$ cat src/rtl/fetch_pkg.sv
// fetch_pkg: shared definitions for the instruction fetch / PC stage.
//   - fetch_state_e : fetch sequencer states
//   - NOP_INSTR     : decoder no-op opcode, shown on instruction_o after reset
//   - BR_OFFSET     : branch distance table indexed by instruction[2:0]
//   - br_offset()   : table lookup helper
package fetch_pkg;

  typedef enum logic [2:0] {
    ST_IDLE    = 3'd0,
    ST_REQ     = 3'd1,
    ST_ISSUE   = 3'd2,
    ST_RESOLVE = 3'd3,
    ST_HALTED  = 3'd4
  } fetch_state_e;

  localparam logic [7:0] NOP_INSTR = 8'b10111000;

  // Widest entry is 16, so 5 bits hold every offset.
  localparam int unsigned BR_OFF_W = 5;
  typedef logic [BR_OFF_W-1:0] br_off_t;

  localparam br_off_t BR_OFFSET [8] = '{
    5'd1, 5'd2, 5'd3, 5'd4, 5'd6, 5'd8, 5'd12, 5'd16
  };

  function automatic br_off_t br_offset(input logic [2:0] sel);
    return BR_OFFSET[sel];
  endfunction

endpackage

$ cat src/rtl/fetch_next_pc.sv
// fetch_next_pc: combinational next-PC selection for the RESOLVE cycle.
// Priority done > branch-forward > branch-back > sequential. Offsets are
// unsigned, zero-extended to PC_W; all arithmetic wraps modulo 2^PC_W.
// Ports:
//   pc_i       current PC
//   sel_i      offset table index (instruction[2:0])
//   done_i     halt request
//   branchf_i  forward branch request
//   branchb_i  backward branch request
//   next_pc_o  selected next PC (equals pc_i when halting)
//   halt_o     halt selected
module fetch_next_pc
  import fetch_pkg::*;
#(
  parameter int unsigned PC_W = 10
) (
  input  logic [PC_W-1:0] pc_i,
  input  logic [2:0]      sel_i,
  input  logic            done_i,
  input  logic            branchf_i,
  input  logic            branchb_i,
  output logic [PC_W-1:0] next_pc_o,
  output logic            halt_o
);

  logic [PC_W-1:0] offset;

  always_comb begin
    offset = PC_W'(br_offset(sel_i));
    halt_o = done_i;
    if (done_i) begin
      next_pc_o = pc_i;
    end else if (branchf_i) begin
      next_pc_o = pc_i + offset;
    end else if (branchb_i) begin
      next_pc_o = pc_i - offset;
    end else begin
      next_pc_o = pc_i + PC_W'(1);
    end
  end

endmodule

$ cat src/rtl/fetch_unit.sv
// fetch_unit: instruction fetch and program-counter stage.
// Each instruction slot is REQ -> ISSUE -> RESOLVE (3 cycles). The ROM is
// registered, so data for imem_addr_o is latched in ISSUE; the control unit's
// registered branch/done outputs are sampled in RESOLVE.
// Optional feature: define FETCH_INSTR_CNT_EN to enable the saturating
// retired-instruction counter; otherwise instr_count_o is tied to 0.
// Ports:
//   clock_i, reset_i   clock, synchronous active-high reset
//   start_i            start pulse (accepted in IDLE/HALTED)
//   start_addr_i       first PC of the program
//   imem_addr_o        instruction ROM address (registered)
//   imem_data_i        ROM data for the previous cycle's address
//   instruction_o      instruction to the control unit (registered)
//   instr_valid_o      one-cycle pulse when instruction_o is new
//   branchf_i          branch-forward request (valid in RESOLVE)
//   branchb_i          branch-back request (valid in RESOLVE)
//   done_i             halt request (valid in RESOLVE)
//   pc_o               PC of presented / resolving instruction
//   halted_o           high while halted
//   instr_count_o      retired-instruction count
module fetch_unit
  import fetch_pkg::*;
#(
  parameter int unsigned PC_W  = 10,
  parameter int unsigned CNT_W = 16
) (
  input  logic             clock_i,
  input  logic             reset_i,
  input  logic             start_i,
  input  logic [PC_W-1:0]  start_addr_i,
  output logic [PC_W-1:0]  imem_addr_o,
  input  logic [7:0]       imem_data_i,
  output logic [7:0]       instruction_o,
  output logic             instr_valid_o,
  input  logic             branchf_i,
  input  logic             branchb_i,
  input  logic             done_i,
  output logic [PC_W-1:0]  pc_o,
  output logic             halted_o,
  output logic [CNT_W-1:0] instr_count_o
);

  fetch_state_e    state_q;
  logic [PC_W-1:0] pc_q;
  logic [PC_W-1:0] addr_q;
  logic [7:0]      instr_q;
  logic            valid_q;
  logic            halted_q;
  logic [2:0]      sel_q;

  logic [PC_W-1:0] next_pc_d;
  logic            halt_d;
  logic            start_ok;

  // start_i is only honoured while no slot is in flight.
  assign start_ok = start_i && ((state_q == ST_IDLE) || (state_q == ST_HALTED));

  fetch_next_pc #(
    .PC_W(PC_W)
  ) u_next_pc (
    .pc_i      (pc_q),
    .sel_i     (sel_q),
    .done_i    (done_i),
    .branchf_i (branchf_i),
    .branchb_i (branchb_i),
    .next_pc_o (next_pc_d),
    .halt_o    (halt_d)
  );

  always_ff @(posedge clock_i) begin
    if (reset_i) begin
      state_q  <= ST_IDLE;
      pc_q     <= '0;
      addr_q   <= '0;
      instr_q  <= NOP_INSTR;
      valid_q  <= 1'b0;
      halted_q <= 1'b0;
      sel_q    <= '0;
    end else begin
      valid_q <= 1'b0;
      unique case (state_q)
        ST_IDLE, ST_HALTED: begin
          if (start_ok) begin
            pc_q     <= start_addr_i;
            addr_q   <= start_addr_i;
            halted_q <= 1'b0;
            state_q  <= ST_REQ;
          end
        end
        ST_REQ: begin
          state_q <= ST_ISSUE;
        end
        ST_ISSUE: begin
          instr_q <= imem_data_i;
          sel_q   <= imem_data_i[2:0];
          valid_q <= 1'b1;
          state_q <= ST_RESOLVE;
        end
        ST_RESOLVE: begin
          if (halt_d) begin
            halted_q <= 1'b1;
            state_q  <= ST_HALTED;
          end else begin
            pc_q    <= next_pc_d;
            addr_q  <= next_pc_d;
            state_q <= ST_REQ;
          end
        end
        default: begin
          state_q <= ST_IDLE;
        end
      endcase
    end
  end

  assign imem_addr_o   = addr_q;
  assign instruction_o = instr_q;
  assign instr_valid_o = valid_q;
  assign pc_o          = pc_q;
  assign halted_o      = halted_q;

`ifdef FETCH_INSTR_CNT_EN
  logic [CNT_W-1:0] cnt_q;

  // Counts every RESOLVE, including the halting one; saturates at all-ones.
  always_ff @(posedge clock_i) begin
    if (reset_i) begin
      cnt_q <= '0;
    end else if (start_ok) begin
      cnt_q <= '0;
    end else if ((state_q == ST_RESOLVE) && (cnt_q != '1)) begin
      cnt_q <= cnt_q + CNT_W'(1);
    end
  end

  assign instr_count_o = cnt_q;
`else
  assign instr_count_o = '0;
`endif

endmodule

$ cat config.mk
export PLATFORM = sky130hd
export DESIGN_NAME = fetch_unit
export DESIGN_NICKNAME = d
export VERILOG_FILES = /design/src/rtl/fetch_pkg.sv /design/src/rtl/fetch_next_pc.sv /design/src/rtl/fetch_unit.sv
export SDC_FILE = /design/constraint.sdc
export NUM_CORES = 1
export LEC_CHECK = 0
export BUFFER_PORTS_ARGS = -buffer_cell sky130_fd_sc_hd__buf_4
export CORE_UTILIZATION = 45
export CTS_BUF_LIST = sky130_fd_sc_hd__clkbuf_2
export DETAILED_ROUTE_END_ITERATION = 12
export GPL_TIMING_DRIVEN = 1
export PLACE_DENSITY = 0.81
export SYNTH_ARGS = -nofsm -noshare
export SYNTH_HDL_FRONTEND = slang
export SYNTH_SLANG_ARGS = --single-unit
$ cat constraint.sdc
create_clock -name clock_i -period 4.58 [get_ports clock_i]
set_input_delay 0.458 -clock clock_i [delete_from_list [all_inputs] [get_ports clock_i]]
set_output_delay 0.458 -clock clock_i [all_outputs]
set_load 0.01 [all_outputs]
==> summary by stage <==
Status
The run finished with clean final reports.

Critical path
STA puts the critical path data arrival time at 3.85 ns. Counting both buffers and inverters, the worst setup path holds a total of 2. Data on the critical path is required at its endpoint by 4.89 ns. The internal reg-to-reg setup slack is 1.04 ns. The worst register-to-register path has a depth of 15.

Of all nets on the critical path, the largest fanout is 9. On the critical path, the stage with the largest delay is an instance of sky130_fd_sc_hd__dfxtp_1. In this run the critical register-to-register path is captured at imem_addr_o[8]. The longest individual stage delay on the worst path is 0.53 ns. The origin of the critical flop-to-flop path is instruction_o[0]. The cell that appears most often on the critical path is sky130_fd_sc_hd__ha_1.

The family of cells with the greatest summed delay on the critical path is adder cells. STA classifies the critical path endpoint as a flop. Walking the worst path, the cells encountered are inv_1, ha_1, mux2i_1, and2_1, ha_1, and3_1, ha_1, inv_1, o21ai_0, ha_1, a21o_1, a21oi_1, a21boi_0, or4_1, nand3_1.

The critical path class is reg -> reg. The worst setup path is launched from a flop.

Routing
The via count normalized by instance count is 5.305. The first-iteration detailed-routing DRC count is 113. In the final routed layout, each cell accounts on average for 12.90 microns. The detailed-routing iteration count for the pre-antenna-repair pass is 4. The remaining antenna violation count after routing is 0. The DRC violation count after routing is 0. The aggregate routed wire length is 4.064 mm. The total via count in the routed design is 1671.

STA
The total setup violations reported at the end of the flow is 0. Measured against its own limit, the worst slew margin works out to 0.5226. For the final routed database, the setup TNS stands at 0 ns. Setup repair after global routing left no endpoint under its margin.

The number of max-slew violations in the final report is 0. The count of endpoints failing hold in the final timing report was 0. The top achievable clock speed is 282.7 MHz.

Dividing the final minimum period by the clock period gives 0.7723. The post-layout worst setup margin is 1.043 ns. For the pin with the worst max-slew slack, the measured transition is 0.7151 ns. The maximum clock skew at final layout is 0.008052 ns.

The post-route minimum period is 3.537 ns.

Power and ir drop
The power density normalized to cell area is 297.2 nW/um^2. VDD sags by at most 0.1734 mV. For this design the static power due to leakage is 0.9958 nW. The completed layout was analyzed and its total power is 0.6328 mW.

Finish
The filler cells instantiated in the layout total 371. At the end of the flow the core is filled with cells to 0.5606. Once layout is done, the placed cells without fillers occupy 2130 sq um.

The library cell used most frequently in the layout, excluding fill and tap cells, is sky130_fd_sc_hd__buf_4. In the layout the commonest cells are 53 x sky130_fd_sc_hd__buf_4, 23 x sky130_fd_sc_hd__dfxtp_1, 22 x sky130_fd_sc_hd__nand2_1. The repair_antennas step left the layout with diodes totalling 0.

The layout cell share with drive strength beyond 1 is 0.2397. From synthesis to final layout, the design area changed by 15.62%. The final layout net count is 306.

Job
The tool flagged a number of max-cap violations equal to 0.

Synthesis
The synthesized design contains 0 enable-type register cells. The number of synthesized register bits is 23. Yosys printed 0 warnings.

The average footprint of a synthesized cell is 7.973 sq um. In the synthesized netlist the async set-or-reset flop fraction comes to 0. The most frequently used flop master after synthesis is sky130_fd_sc_hd__dfxtp_1. After synthesis, the netlist uses 47 different library cells. The sequential area share after synthesis is 0.2500.

The synthesized area is 1842 sq um. The post-synthesis cell count is 231.

Clock tree
The number of clock buffers added by TritonCTS is 3. The clock drives 23 sinks. For this design, the CTS-stage hold fixing added 0 buffers. Once the clock tree was built, the setup fixing pass inserted 0 buffers. The deepest clock path buffer count is 2.

The TritonCTS clock tree is done. The count of instances resized after the clock tree is built is 0. Clock latency on the worst-skew pair, taken at its later pin, is 0.35 ns. Clock-pin slew was measured on the worst setup and hold paths at 0.24 ns. The number of H-tree levels is 1.

The root buffer cell chosen for the clock tree is sky130_fd_sc_hd__clkbuf_2.

Hold path
The worst hold path depth is 3. The class of the tightest hold or removal check is in -> reg. The endpoint of the worst hold path is instruction_o[7].

The launch instance of the worst min-delay path is imem_data_i[7].

Die
From left edge to right edge, the die measures 65.98 microns. The area of the die is 4353 sq um. The effective utilization at floorplan is 0.4848.

The floorplan step set the die height to 65.98 microns. The area of the placeable core is 3799 sq um. The number of top-level pins is 70.

The number of placement rows is 22.

GRT
Entering global routing, the biggest net connects 22 pins. The via count of the first global-routing pass is 1463. The initial antenna violation count is 0.

The all-layer global routing usage is 0.1979. After global routing the overflow that remains totals 0. The first global-routing pass estimated 6.713 mm of wire.

Placement
The worst slack at placement is 1.116 ns. The number of port buffers is 53. The routability-driven placement congestion ratio is 0.8238.

The instance area after placement is 2110 sq um. Once detailed placement completed, the half-perimeter wirelength came to 3.026 mm.
report_power, final:
group / total (mW) / switching, mW / internal (mW)
clock network: 0.0883 / 0.0685 / 0.0198
registers: 0.262 / 0.0355 / 0.226
logic: 0.283 / 0.148 / 0.134
total: 0.633 / 0.252 / 0.381
per-stage QoR:
stage / hold WS (ns) / instances
global placement: 0.4510 / 311
finish: 0.2884 / 315
floorplan: 0.4308 / 246
CTS: 0.2659 / 315
detailed placement: 0.4534 / 311
global route: 0.2563 / 315
cells by family (layout without fill, tap and decap cells):
kind of cell	count (synthesis)	after routing	share of synthesized area
xor+xnor	8	8	0.03804
other cells	1	16	0.002036
compound gates	62	62	0.2147
buf+inv	42	63	0.1461
mux	4	4	0.02174
fa+ha+maj	14	14	0.09919
flops	23	23	0.2500
simple gates	77	77	0.2283
state kept, by name, indices dropped and copies added, names as in the netlist:
| signal | flops |
|---|---|
| halted_o | 1 |
| imem_addr_o | 10 |
| instr_valid_o | 1 |
| instruction_o | 8 |
| state_q | 3 |
worst min-delay path: cells and delay by family:
family,cells,cell delay (ns)
buf+inv,1,0.07
simple gates,2,0.10
layout make-up:
cell class                      count  area (sq um)  area share
Clock buffer                        3         15.01    0.007051
Clock inverter                      1         5.005    0.002350
Multi-Input combinational cell    181          1169      0.5488
Tap cell                           48         60.06     0.02820
Timing Repair Buffer               53         397.9      0.1868
Inverter                            6         22.52     0.01058
Sequential cell                    23         460.4      0.2162
metal layers:
metal  global-route usage  vias up  wire, microns
met2               0.3278       59           1871
met3              0.03793        2            266
met4              0.04787        0             24
met5                    0        -              0
met1               0.2620      761           1902
li1                     -      849              -
synthesized netlist by cell type, types with 2 or more instances:
cell / number / area, sq um
sky130_fd_sc_hd__mux2i_1: 4 / 40.04
sky130_fd_sc_hd__inv_1: 5 / 18.77
sky130_fd_sc_hd__clkbuf_1: 5 / 18.77
sky130_fd_sc_hd__nand3_1: 11 / 55.05
sky130_fd_sc_hd__a211oi_1: 6 / 45.04
sky130_fd_sc_hd__buf_4: 27 / 202.7
sky130_fd_sc_hd__nor2_1: 13 / 48.80
sky130_fd_sc_hd__a21oi_1: 18 / 90.09
sky130_fd_sc_hd__o21ai_1: 2 / 10.01
sky130_fd_sc_hd__nor3b_1: 4 / 30.03
sky130_fd_sc_hd__and2_1: 2 / 12.51
sky130_fd_sc_hd__xnor2_1: 7 / 61.31
sky130_fd_sc_hd__buf_2: 2 / 10.01
sky130_fd_sc_hd__nand2_1: 22 / 82.58
sky130_fd_sc_hd__ha_1: 13 / 162.7
sky130_fd_sc_hd__o22ai_1: 2 / 12.51
sky130_fd_sc_hd__and3_1: 3 / 18.77
sky130_fd_sc_hd__o21ai_0: 15 / 75.07
sky130_fd_sc_hd__o21a_1: 2 / 15.01
sky130_fd_sc_hd__nand2b_1: 7 / 43.79
sky130_fd_sc_hd__nor3_1: 5 / 25.02
sky130_fd_sc_hd__a21o_1: 5 / 37.54
sky130_fd_sc_hd__a311oi_1: 3 / 26.28
sky130_fd_sc_hd__dfxtp_1: 23 / 460.4
sky130_fd_sc_hd__nand3b_1: 2 / 15.01
sky130_fd_sc_hd__a41oi_1: 2 / 17.52
worst max path at each step:
stage                      from              to  cells past startpoint
4_1_cts        instruction_o[0]  imem_addr_o[8]                     15
2_1_floorplan  instruction_o[0]  imem_addr_o[8]                     15
6_report       instruction_o[0]  imem_addr_o[8]                     15
3_5_place_dp   instruction_o[0]  imem_addr_o[8]                     15
5_1_grt        instruction_o[0]  imem_addr_o[8]                     15
3_3_place_gp   instruction_o[0]  imem_addr_o[8]                     15
Note: power is estimated with default switching activity, not from simulation.
